File: src/rtl/reg_write_arbiter.sv
// Shares the register-file write port between the writeback pipe (A, priority) and a FIFO-buffered multi-cycle unit (B).
// Latency: one cycle to RegWrite. Backpressure: mc_ready drops when the FIFO is full; A is held by a one-cycle wb_stall when B starves.
module reg_write_arbiter #(
  parameter  int DEPTH        = 4,
  parameter  int STARVE_LIMIT = 8,
  parameter  int DATA_W       = 32,
  localparam int AW           = $clog2(DEPTH),
  localparam int CW           = AW + 1
) (
  input  logic              clk,
  input  logic              rst_n,
  input  logic              wb_valid,
  input  logic [4:0]        wb_reg,
  input  logic [DATA_W-1:0] wb_data,
  output logic              wb_stall,
  input  logic              mc_valid,
  output logic              mc_ready,
  input  logic [4:0]        mc_reg,
  input  logic [DATA_W-1:0] mc_data,
  output logic              RegWrite,
  output logic [4:0]        write_reg,
  output logic [DATA_W-1:0] write_data,
  output logic [31:0]       pending,
  output logic [CW-1:0]     fifo_count
);

  localparam int SW = $clog2(STARVE_LIMIT) + 1;

  typedef struct packed {
    logic [4:0]        rd;
    logic [DATA_W-1:0] data;
    logic              kill;
  } entry_t;

  entry_t            mem_q [DEPTH];
  entry_t            mem_d [DEPTH];
  logic [AW-1:0]     rd_ptr_q, rd_ptr_d;
  logic [AW-1:0]     wr_ptr_q, wr_ptr_d;
  logic [CW-1:0]     count_q, count_d;
  logic [SW-1:0]     starve_q, starve_d;
  logic              wb_stall_q, wb_stall_d;
  logic              regwrite_q, regwrite_d;
  logic [4:0]        write_reg_q, write_reg_d;
  logic [DATA_W-1:0] write_data_q, write_data_d;

  logic [DEPTH-1:0]  ent_vld;
  logic              empty, a_win, a_wr, grant_b, push;
  entry_t            head;
  logic [31:0]       pend;

  // An entry is live when its distance from the read pointer is below the occupancy.
  for (genvar g = 0; g < DEPTH; g++) begin : g_vld
    logic [AW-1:0] off;
    assign off        = AW'(g) - rd_ptr_q;
    assign ent_vld[g] = {1'b0, off} < count_q;
  end

  assign empty    = (count_q == '0);
  assign mc_ready = (count_q < CW'(DEPTH));
  assign a_win    = wb_valid && !wb_stall_q;
  assign a_wr     = a_win && (wb_reg != 5'd0);
  assign grant_b  = !empty && !a_win;
  assign push     = mc_valid && mc_ready && (mc_reg != 5'd0);
  assign head     = mem_q[rd_ptr_q];

  always_comb begin
    mem_d = mem_q;
    if (a_wr) begin
      for (int i = 0; i < DEPTH; i++) begin
        if (ent_vld[i] && mem_q[i].rd == wb_reg) mem_d[i].kill = 1'b1;
      end
    end
    // The write slot is never live when push is allowed, so a same-cycle entry escapes the kill.
    if (push) mem_d[wr_ptr_q] = '{rd: mc_reg, data: mc_data, kill: 1'b0};
  end

  always_comb begin
    rd_ptr_d = rd_ptr_q;
    wr_ptr_d = wr_ptr_q;
    count_d  = count_q;
    if (push) wr_ptr_d = wr_ptr_q + AW'(1);
    if (grant_b) rd_ptr_d = rd_ptr_q + AW'(1);
    case ({push, grant_b})
      2'b10:   count_d = count_q + CW'(1);
      2'b01:   count_d = count_q - CW'(1);
      default: count_d = count_q;
    endcase
  end

  always_comb begin
    starve_d   = starve_q;
    wb_stall_d = 1'b0;
    if (empty || grant_b) begin
      starve_d = '0;
    end else if (a_win) begin
      if (starve_q == SW'(STARVE_LIMIT - 1)) begin
        wb_stall_d = 1'b1;
        starve_d   = '0;
      end else begin
        starve_d = starve_q + SW'(1);
      end
    end
  end

  always_comb begin
    regwrite_d   = 1'b0;
    write_reg_d  = write_reg_q;
    write_data_d = write_data_q;
    if (a_wr) begin
      regwrite_d   = 1'b1;
      write_reg_d  = wb_reg;
      write_data_d = wb_data;
    end else if (grant_b && !head.kill) begin
      regwrite_d   = 1'b1;
      write_reg_d  = head.rd;
      write_data_d = head.data;
    end
  end

  always_comb begin
    pend = '0;
    for (int i = 0; i < DEPTH; i++) begin
      if (ent_vld[i] && !mem_q[i].kill) pend[mem_q[i].rd] = 1'b1;
    end
    pend[0] = 1'b0;
  end

  always_ff @(posedge clk or negedge rst_n) begin
    if (!rst_n) begin
      for (int i = 0; i < DEPTH; i++) mem_q[i] <= '0;
      rd_ptr_q     <= '0;
      wr_ptr_q     <= '0;
      count_q      <= '0;
      starve_q     <= '0;
      wb_stall_q   <= 1'b0;
      regwrite_q   <= 1'b0;
      write_reg_q  <= '0;
      write_data_q <= '0;
    end else begin
      mem_q        <= mem_d;
      rd_ptr_q     <= rd_ptr_d;
      wr_ptr_q     <= wr_ptr_d;
      count_q      <= count_d;
      starve_q     <= starve_d;
      wb_stall_q   <= wb_stall_d;
      regwrite_q   <= regwrite_d;
      write_reg_q  <= write_reg_d;
      write_data_q <= write_data_d;
    end
  end

  assign wb_stall   = wb_stall_q;
  assign RegWrite   = regwrite_q;
  assign write_reg  = write_reg_q;
  assign write_data = write_data_q;
  assign pending    = pend;
  assign fifo_count = count_q;

endmodule

File: config.mk
export PLATFORM = sky130hd
export DESIGN_NAME = reg_write_arbiter
export DESIGN_NICKNAME = d
export VERILOG_FILES = /design/src/rtl/reg_write_arbiter.sv
export SDC_FILE = /design/constraint.sdc
export NUM_CORES = 1
export LEC_CHECK = 0
export ABC_AREA = 1
export CORE_AREA = 3 3 141 171
export CTS_CLUSTER_SIZE = 14
export DETAILED_ROUTE_END_ITERATION = 6
export DIE_AREA = 0 0 144 174
export PLACE_DENSITY = 0.72
export REMOVE_ABC_BUFFERS = 1
export SLEW_MARGIN = 30
export SYNTH_ARGS = -nofsm -noshare
export SYNTH_HDL_FRONTEND = slang
export SYNTH_SLANG_ARGS = --single-unit
File: constraint.sdc
create_clock -name clk -period 4 [get_ports clk]
set_input_delay 0.6 -clock clk [delete_from_list [all_inputs] [get_ports clk]]
set_output_delay 0.6 -clock clk [all_outputs]
set_load 0.02 [all_outputs]
# [Yosys cells after proc, flatten, opt, wreduce, memory -nomap -nowiden]
# Cells that the tools add are included.
[word_totals] inputBits=78 register_bits=202
[op_classes] n_lt_le_gt_ge=16 add_sub_neg=9 n_eq_ne=7 mux=40 n_reduce_logical=34 n_bitwise=5
[op_table] op="$mux 32" count=6
[op_table] op="$bwmux 152" count=1
[op_table] op="$mux 115" count=1
[op_table] op="$mux 38" count=3
[op_table] op="$or 32x32->32" count=3
[op_table] op="$bmux 38 s2" count=1
[op_table] op="$demux 38 s2" count=1
[op_table] op="$lt 5x6->1 const B" count=4
[op_table] op="$demux 1 s5" count=4
[op_table] op="$eq 5x5->1" count=4
[op_table] op="$ge 5x1->1 const B" count=4
[op_table] op="$logic_and 1x1->1" count=19
[op_table] op="$mux 1" count=17
[op_table] op="$lt 2x3->1" count=4
[op_table] op="$mux 4" count=3
[op_table] op="$mux 5" count=2
[op_table] op="$reduce_bool 5->1" count=2
[op_table] op="$logic_not 1->1" count=8
[op_table] op="$ge 3x3->1 const B" count=2
[op_table] op="$not 2->3" count=2
[op_table] op="$pmux 3 s2" count=1
[op_table] op="$reduce_bool 2->1" count=3
[op_table] op="$add 2x1->2 const B" count=2
[op_table] op="$add 4x1->4 const B" count=1
[op_table] op="other kinds (11)" count=13

# [Depth between registers and ports, before layout]
# Gate-level depths: netlist of the first run.
[logic_depth] ltp_word=11 depth_mapped=13

# [Worst setup path after synthesis of the first run]
# Ideal clock, no wire load.
[synth_path] path_kind="reg2out" startpoint="register rd_ptr_q[1]" endpoint="output pending[13]" path_slack_ns=1.330 path_stages_with_launch=14 required_time_ns=3.400 arrival_ns=2.070 n_path_buf=3 cell_sequence="dfrtp_1 > buf_4 > nor2_4 > buf_2 > inv_1 > nand2_1 > inv_1 > ha_1 > nand3_1 > nand3_4 > buf_6 > nor3_1 > nor2_1 > nand2_1"
[synth_via] elab_chain_len=10 elab_cells_between_ends=19 classes_between="add/sub (4); order compare (4); mux (4); bitwise (3); reduce/logical (4)"
[synth_rtl] element="start: declaration" line_no="37" text="logic [AW-1:0] rd_ptr_q, rd_ptr_d;"
[synth_rtl] element="start signal: assignment" line_no="141" text="rd_ptr_q <= rd_ptr_d;"
[synth_rtl] element="$sub 1x2->2" line_no="54" text="assign off = AW'(g) - rd_ptr_q;"
[synth_rtl] element="$lt 2x3->1" line_no="55" text="assign ent_vld[g] = {1'b0, off} < count_q;"
[synth_rtl] element="$logic_and 1x1->1" line_no="123" text="if (ent_vld[i] && !mem_q[i].kill) pend[mem_q[i].rd] = 1'b1;"
[synth_rtl] element="$mux 32" line_no="123"
[synth_rtl] element="$or 32x32->32 (no line)"
[synth_rtl] element="$mux 32" line_no="123"
[synth_rtl] element="$or 32x32->32 (no line)"
[synth_rtl] element="$mux 32" line_no="123"
[synth_rtl] element="$or 32x32->32 (no line)"
[synth_rtl] element="$mux 32 (*)" line_no="123"
[synth_rtl] element="end: declaration" line_no="23" text="output logic [31:0] pending,"
# Every way passes the cells marked *; elsewhere a longest branch is shown, timed or not.

# [Worst setup path in the final report of the first run]
[layout_path] startpoint="register rd_ptr_q[0]" endpoint="output pending[26]"
# Same word-level chain as after synthesis.

==> flow_metrics.tcl, run 1 <==
set metrics [dict create \
    cp_max_fo 28 \
    fmax_mhz 270 \
    finalMaxSlewViolations 0 \
    powerDensity_nw_per_um2 806 \
    ant_nets 0 \
    failed_checks "design-rule violations" \
    antenna_cells 0 \
    syn_area_um2 11000 \
    initial_core_util_pct 49.1 \
    htreeDepth 1 \
    grt_pass1_vias 10400 \
    period_needed_ns 3.70 \
    synth_compound_area_share_pct 7.68 \
    wl_mm 33.1 \
    ios 153 \
    status "finished with violations" \
    clock_sinks 202 \
    dp_hpwl_mm 22.9 \
    yosys_register_bits 202 \
    synth_top_family_by_area "simple AND/OR/NAND/NOR gates" \
    total_power_mw 10.7 \
    overflow 0 \
    cp.required_ns 3.40 \
    vias 10600 \
    worstSetupPathType "reg -> out" \
    critPathLaunchType "flip-flop" \
    die_x_um 144 \
    p_leak_nw 6.43 \
    cts_tree "built" \
    clk_latency_ns 0.49 \
    core-area_um2 22400 \
    final_common_cell "nand2_1" \
    seq_area_frac_synth_pct 45.9 \
    final_cell_mix "650 x nand2_1, 200 x dfrtp_1, 156 x o21ai_0" \
    whs_ns 0.170 \
    instances_no_fill 1955 \
    drt_iter0_drc 1027 \
    syn_inst 1542 \
    clk_pin_slew_ns 0.06 \
    nNetsFinal 1755 \
    ir_worst_vdd_mv 0.383 \
    max_cap_viol_count 0 \
    die_area_um2 25100 \
    synthSimpleGateAreaFrac_pct 36.8 \
    clock_skew_ns 0.0110 \
    critPathArrivalTime_ns 3.10 \
    yosys.area_share.adder_pct 1.32 \
    worst-slew-pin-transition_ns 0.886 \
    endpoint_kind "output port" \
    cts_hold_buffers 0 \
    cts-root-buf "clkbuf_16" \
    synthMuxAreaShare_pct 0 \
    synthToLayoutAreaGrowth_pct 20.6 \
    rsz0062_at_grt "false" \
    drt_pass1_iterations 7 \
    avgSynthCellArea_um2 7.14 \
    hold_path_class "in -> async" \
    fin_tns_setup_ns 0 \
    synth_cell_types 29 \
    synth_xor_area_share_pct 0.557 \
    drive_gt1_share_pct 5.01 \
    synth_flop_cell "dfrtp_1" \
    grt.total_usage_pct 26.6 \
    synthArstFlopShare_pct 100 \
    synth-edff-count 0 \
    clockBufferDepth 3 \
    timing.slew.headroom_pct 40.9 \
    drc 13 \
    io_buffers 151 \
    numCtsBuffers 21 \
    antenna_found_initial 0 \
    grt_max_degree 114 \
    rows 60 \
    grt_pass1_wl_mm 54.2 \
    place_inst 1922 \
    gp_congestion 1.01 \
    die_h_um 174 \
    setup_viol 0 \
    routedWlPerCell_um 16.9 \
    largest_reg_flops 152 \
    fillCellCount 2105 \
    fin_util_pct 59.2 \
    ys_warn_count 0 \
    hold_viol 0 \
    vias_per_cell 5.40 \
    timing.final.crit_share_pct 92.6 \
    post-cts-setup-buffers 0 \
]
-- final timing paths --
check | from | endpoint | slack [ns] | cells past startpoint
min in group clk | starve_q[0] | starve_q[0] | 0.47 | 1
setup / recovery | rd_ptr_q[0] | pending[26] | 0.30 | 10
setup reg to reg | fifo_count[2] | write_data[10] | 1.89 | 9
hold reg to reg | starve_q[0] | starve_q[0] | 0.47 | 1
max in group asynchronous | rst_n | rd_ptr_q[0] | 2.78 | 2
hold / removal | rst_n | write_data[3] | 0.17 | 1
-- cell usage after synthesis, types with 2 or more instances --
master      n  area, um^2
nand4_1    46         288
nor2_1    131         492
ha_1       10         125
clkbuf_2   10        50.1
nor2_4      7        78.8
o21ai_0   156         781
xor2_1      4        35.0
inv_2      13        48.8
nor3_2      2        20.0
buf_4      19         143
buf_6       6        67.6
nand2_4     2        22.5
nand3_1    97         485
xnor2_1     3        26.3
nor3_1     30         150
dfrtp_1   202        5050
nand2_1   651        2440
inv_1      99         372
buf_2      34         170
a21oi_1     8        40.0
nand3_2     4        40.0
-- logic make-up after synthesis --
family,after synthesis
buffers and inverters,182
AOI/OAI and AO/OA,166
adders and majority gates,11
other,1
DFF,202
xor gates and xnor gates,7
and+or+nand+nor,973
-- through the flow --
step / setup slack, ns / instance area, um^2
2_1_floorplan: 1.15 / 10600
3_3_place_gp: 0.765 / 12600
3_5_place_dp: 0.683 / 12600
4_1_cts: 0.145 / 13300
5_1_grt: 0.0554 / 13300
6_report: 0.297 / 13300
-- critical path, stage by stage, from the launching register on --
cell	delay, ns
dfrtp_2	0.50
nand2_1	0.14
nand2_1	0.13
inv_1	0.06
ha_1	0.28
nand3_1	0.15
nand3_4	0.29
nor2_1	0.28
nand2_1	0.09
nand3_1	0.10
clkdlybuf4s50_1	0.60
-- routing by layer --
layer | vias up | global-route usage (%) | wire [um]
met5 | - | 0 | 0
met4 | 0 | 9.11 | 1190
met3 | 89 | 3.69 | 2230
met2 | 357 | 44.7 | 16000
met1 | 4981 | 35.1 | 13700
li1 | 5126 | - | -
-- area by class of cell --
cell class                      count  area [um^2]  area share (%)
Clock buffer                       29          596            4.48
Inverter                          113          424            3.19
Timing Repair Buffer              170         1690            12.7
Multi-Input combinational cell   1158         5110            38.5
Tap cell                          279          349            2.63
Clock inverter                      4         53.8           0.405
Sequential cell                   202         5060            38.1
-- power by group --
group          internal (mW)  switching (mW)  total, mW
sequential              2.96           0.690       3.65
combinational           1.78            3.40       5.18
clock                   1.10           0.771       1.87
-- timing repair --
| item | 4_1_cts | 5_1_grt |
|---|---|---|
| endpoints found under the setup margin | 0 | 5 |
| hold endpoints to repair | 0 | 0 |
| resized for setup | 0 | 2 |
No activity file was read; power rests on OpenSTA's default activity.
==> run 2: changes to the inputs <==
--- a/config.mk
+++ b/config.mk
@@ -6,10 +6,10 @@
 export NUM_CORES = 1
 export LEC_CHECK = 0
 export ABC_AREA = 1
-export CORE_AREA = 3 3 141 171
+export CORE_AREA = 3 3 154 156
 export CTS_CLUSTER_SIZE = 14
 export DETAILED_ROUTE_END_ITERATION = 6
-export DIE_AREA = 0 0 144 174
+export DIE_AREA = 0 0 157 159
 export PLACE_DENSITY = 0.72
 export REMOVE_ABC_BUFFERS = 1
 export SLEW_MARGIN = 30
==> flow_metrics.tcl, run 2 (synthesis gave the netlist of run 1 again) <==
set metrics [dict create \
    clockBufferDepth 3 \
    htreeDepth 1 \
    worstSetupPathType "reg -> out" \
    routedWlPerCell_um 17.1 \
    vias_per_cell 5.42 \
    period_needed_ns 3.79 \
    die_area_um2 25000 \
    timing.final.crit_share_pct 94.6 \
    core-area_um2 22500 \
    die_x_um 157 \
    p_leak_nw 6.48 \
    gp_congestion 0.992 \
    largest_reg_flops 152 \
    m1WireLength_mm 15.0 \
    final_cell_mix "651 x nand2_1, 201 x dfrtp_1, 156 x o21ai_0" \
    numCtsBuffers 23 \
    cts-root-buf "clkbuf_16" \
    clock_sinks 202 \
    io_buffers 151 \
    wl_mm 33.7 \
    hold_viol 0 \
    cp_max_fo 15 \
    endpoint_kind "output port" \
    worst_path_most_repeated_cell "nand3_1" \
    drt_iter0_drc 916 \
    max_cap_viol_count 0 \
    grt_max_degree 114 \
    antenna_found_initial 0 \
    nNetsFinal 1756 \
    drive_gt1_share_pct 5.35 \
    worst-slew-pin-transition_ns 0.867 \
    die_h_um 159 \
    cp.required_ns 3.40 \
    wl_met2_mm 15.4 \
    fmax_mhz 264 \
    grt_pass1_vias 10300 \
    drt_pass1_iterations 7 \
    drc 0 \
    critPathLaunchType "flip-flop" \
    status "completed" \
    cp_cell_sequence "inv_2 -> ha_1 -> nand3_1 -> nand3_2 -> nor3_1 -> nand2_1 -> nand3_1 -> clkdlybuf4s50_1" \
    post-cts-setup-buffers 0 \
    critPathArrivalTime_ns 3.19 \
    clk_pin_slew_ns 0.06 \
    overflow 0 \
    vias 10700 \
    fin_tns_setup_ns 0 \
    dp_hpwl_mm 22.8 \
    rrSetupSlack_ns 1.75 \
    grt.total_usage_pct 27.0 \
    cts_tree "built" \
    rsz0062_at_grt "false" \
    grt_pass1_wl_mm 54.9 \
    initial_core_util_pct 49.0 \
    fillCellCount 2087 \
    wl_met3_mm 2.36 \
    slowest_stage "clkdlybuf4s50_1" \
    clk_latency_ns 0.52 \
    final_common_cell "nand2_1" \
    hold_path_class "reg -> reg" \
    ant_nets 0 \
    clock_skew_ns 0.0296 \
    total_power_mw 10.8 \
    timing.slew.headroom_pct 42.2 \
    powerDensity_nw_per_um2 811 \
    finalMaxSlewViolations 0 \
    ios 153 \
    rows 55 \
    ir_worst_vdd_mv 0.438 \
    synthToLayoutAreaGrowth_pct 21.5 \
    top_layer_used "met4" \
    slowest_delay_ns 0.63 \
    setup_viol 0 \
]
-- run 2: changes by cell type in the layout (fill, tap and decap cells not counted), moves of 2 or more --
cell       before  now
clkinv_2        0    6
buf_4          17   13
clkbuf_16      21   23
inv_6           0    2
-- run 2: final cells by class --
cell class	instances	area (um^2)	area share [%]
Clock buffer	31	656	4.90
Inverter	113	424	3.17
Multi-Input combinational cell	1158	5110	38.2
Timing Repair Buffer	169	1720	12.8
Clock inverter	10	62.6	0.467
Sequential cell	202	5060	37.8
Antenna cell	1	2.50	0.0187
Tap cell	285	357	2.66
-- run 2: per-stage QoR --
stage / std cells / worst slack, ns / area, um^2 / hold WS, ns / util, %
global route: 1968 / 0.0101 / 13400 / 0.499 / 59.5
floorplan: 1473 / 1.15 / 10600 / 0.304 / -
finish: 1969 / 0.215 / 13400 / 0.482 / 59.5
CTS: 1966 / 0.115 / 13300 / 0.262 / 59.3
global placement: 1924 / 0.750 / 12600 / 0.462 / 56.0
detailed placement: 1925 / 0.661 / 12600 / 0.472 / 56.1
-- run 2: critical path: cells and delay by family, from the launching register on --
kind	cells	cell delay, ns
flip-flops	1	0.54
AND/OR/NAND/NOR	5	1.08
buffers and inverters	2	0.75
adder cells (fa/ha/maj)	1	0.30
-- run 2: final timing paths --
| path | start | end | depth (start not counted) |
|---|---|---|---|
| min | mem_q[60] | mem_q[60] | 2 |
| max reg2reg | fifo_count[2] | write_data[10] | 9 |
| min in group asynchronous | rst_n | rd_ptr_q[1] | 2 |
| max | rd_ptr_q[1] | pending[28] | 8 |
| max in group asynchronous | rst_n | mem_q[134] | 4 |
| min reg2reg | mem_q[60] | mem_q[60] | 2 |
-- run 2: metal layers --
metal  GRT usage, %  vias to the layer above
met5              0                        -
met4           8.56                        0
met3           3.81                       60
met2           42.4                      431
met1           38.8                     5037
li1               -                     5152
-- run 2: repair_timing --
item                                    in CTS  in global routing
hold endpoints to repair                     0                 27
hold buffers                                 0                  1
endpoints found under the setup margin       0                  7
resized for setup                            0                  2
-- run 2: power breakdown --
group / internal (mW) / switching, mW
Combinational: 1.77 / 3.43
Clock: 1.15 / 0.837
Sequential: 2.96 / 0.701
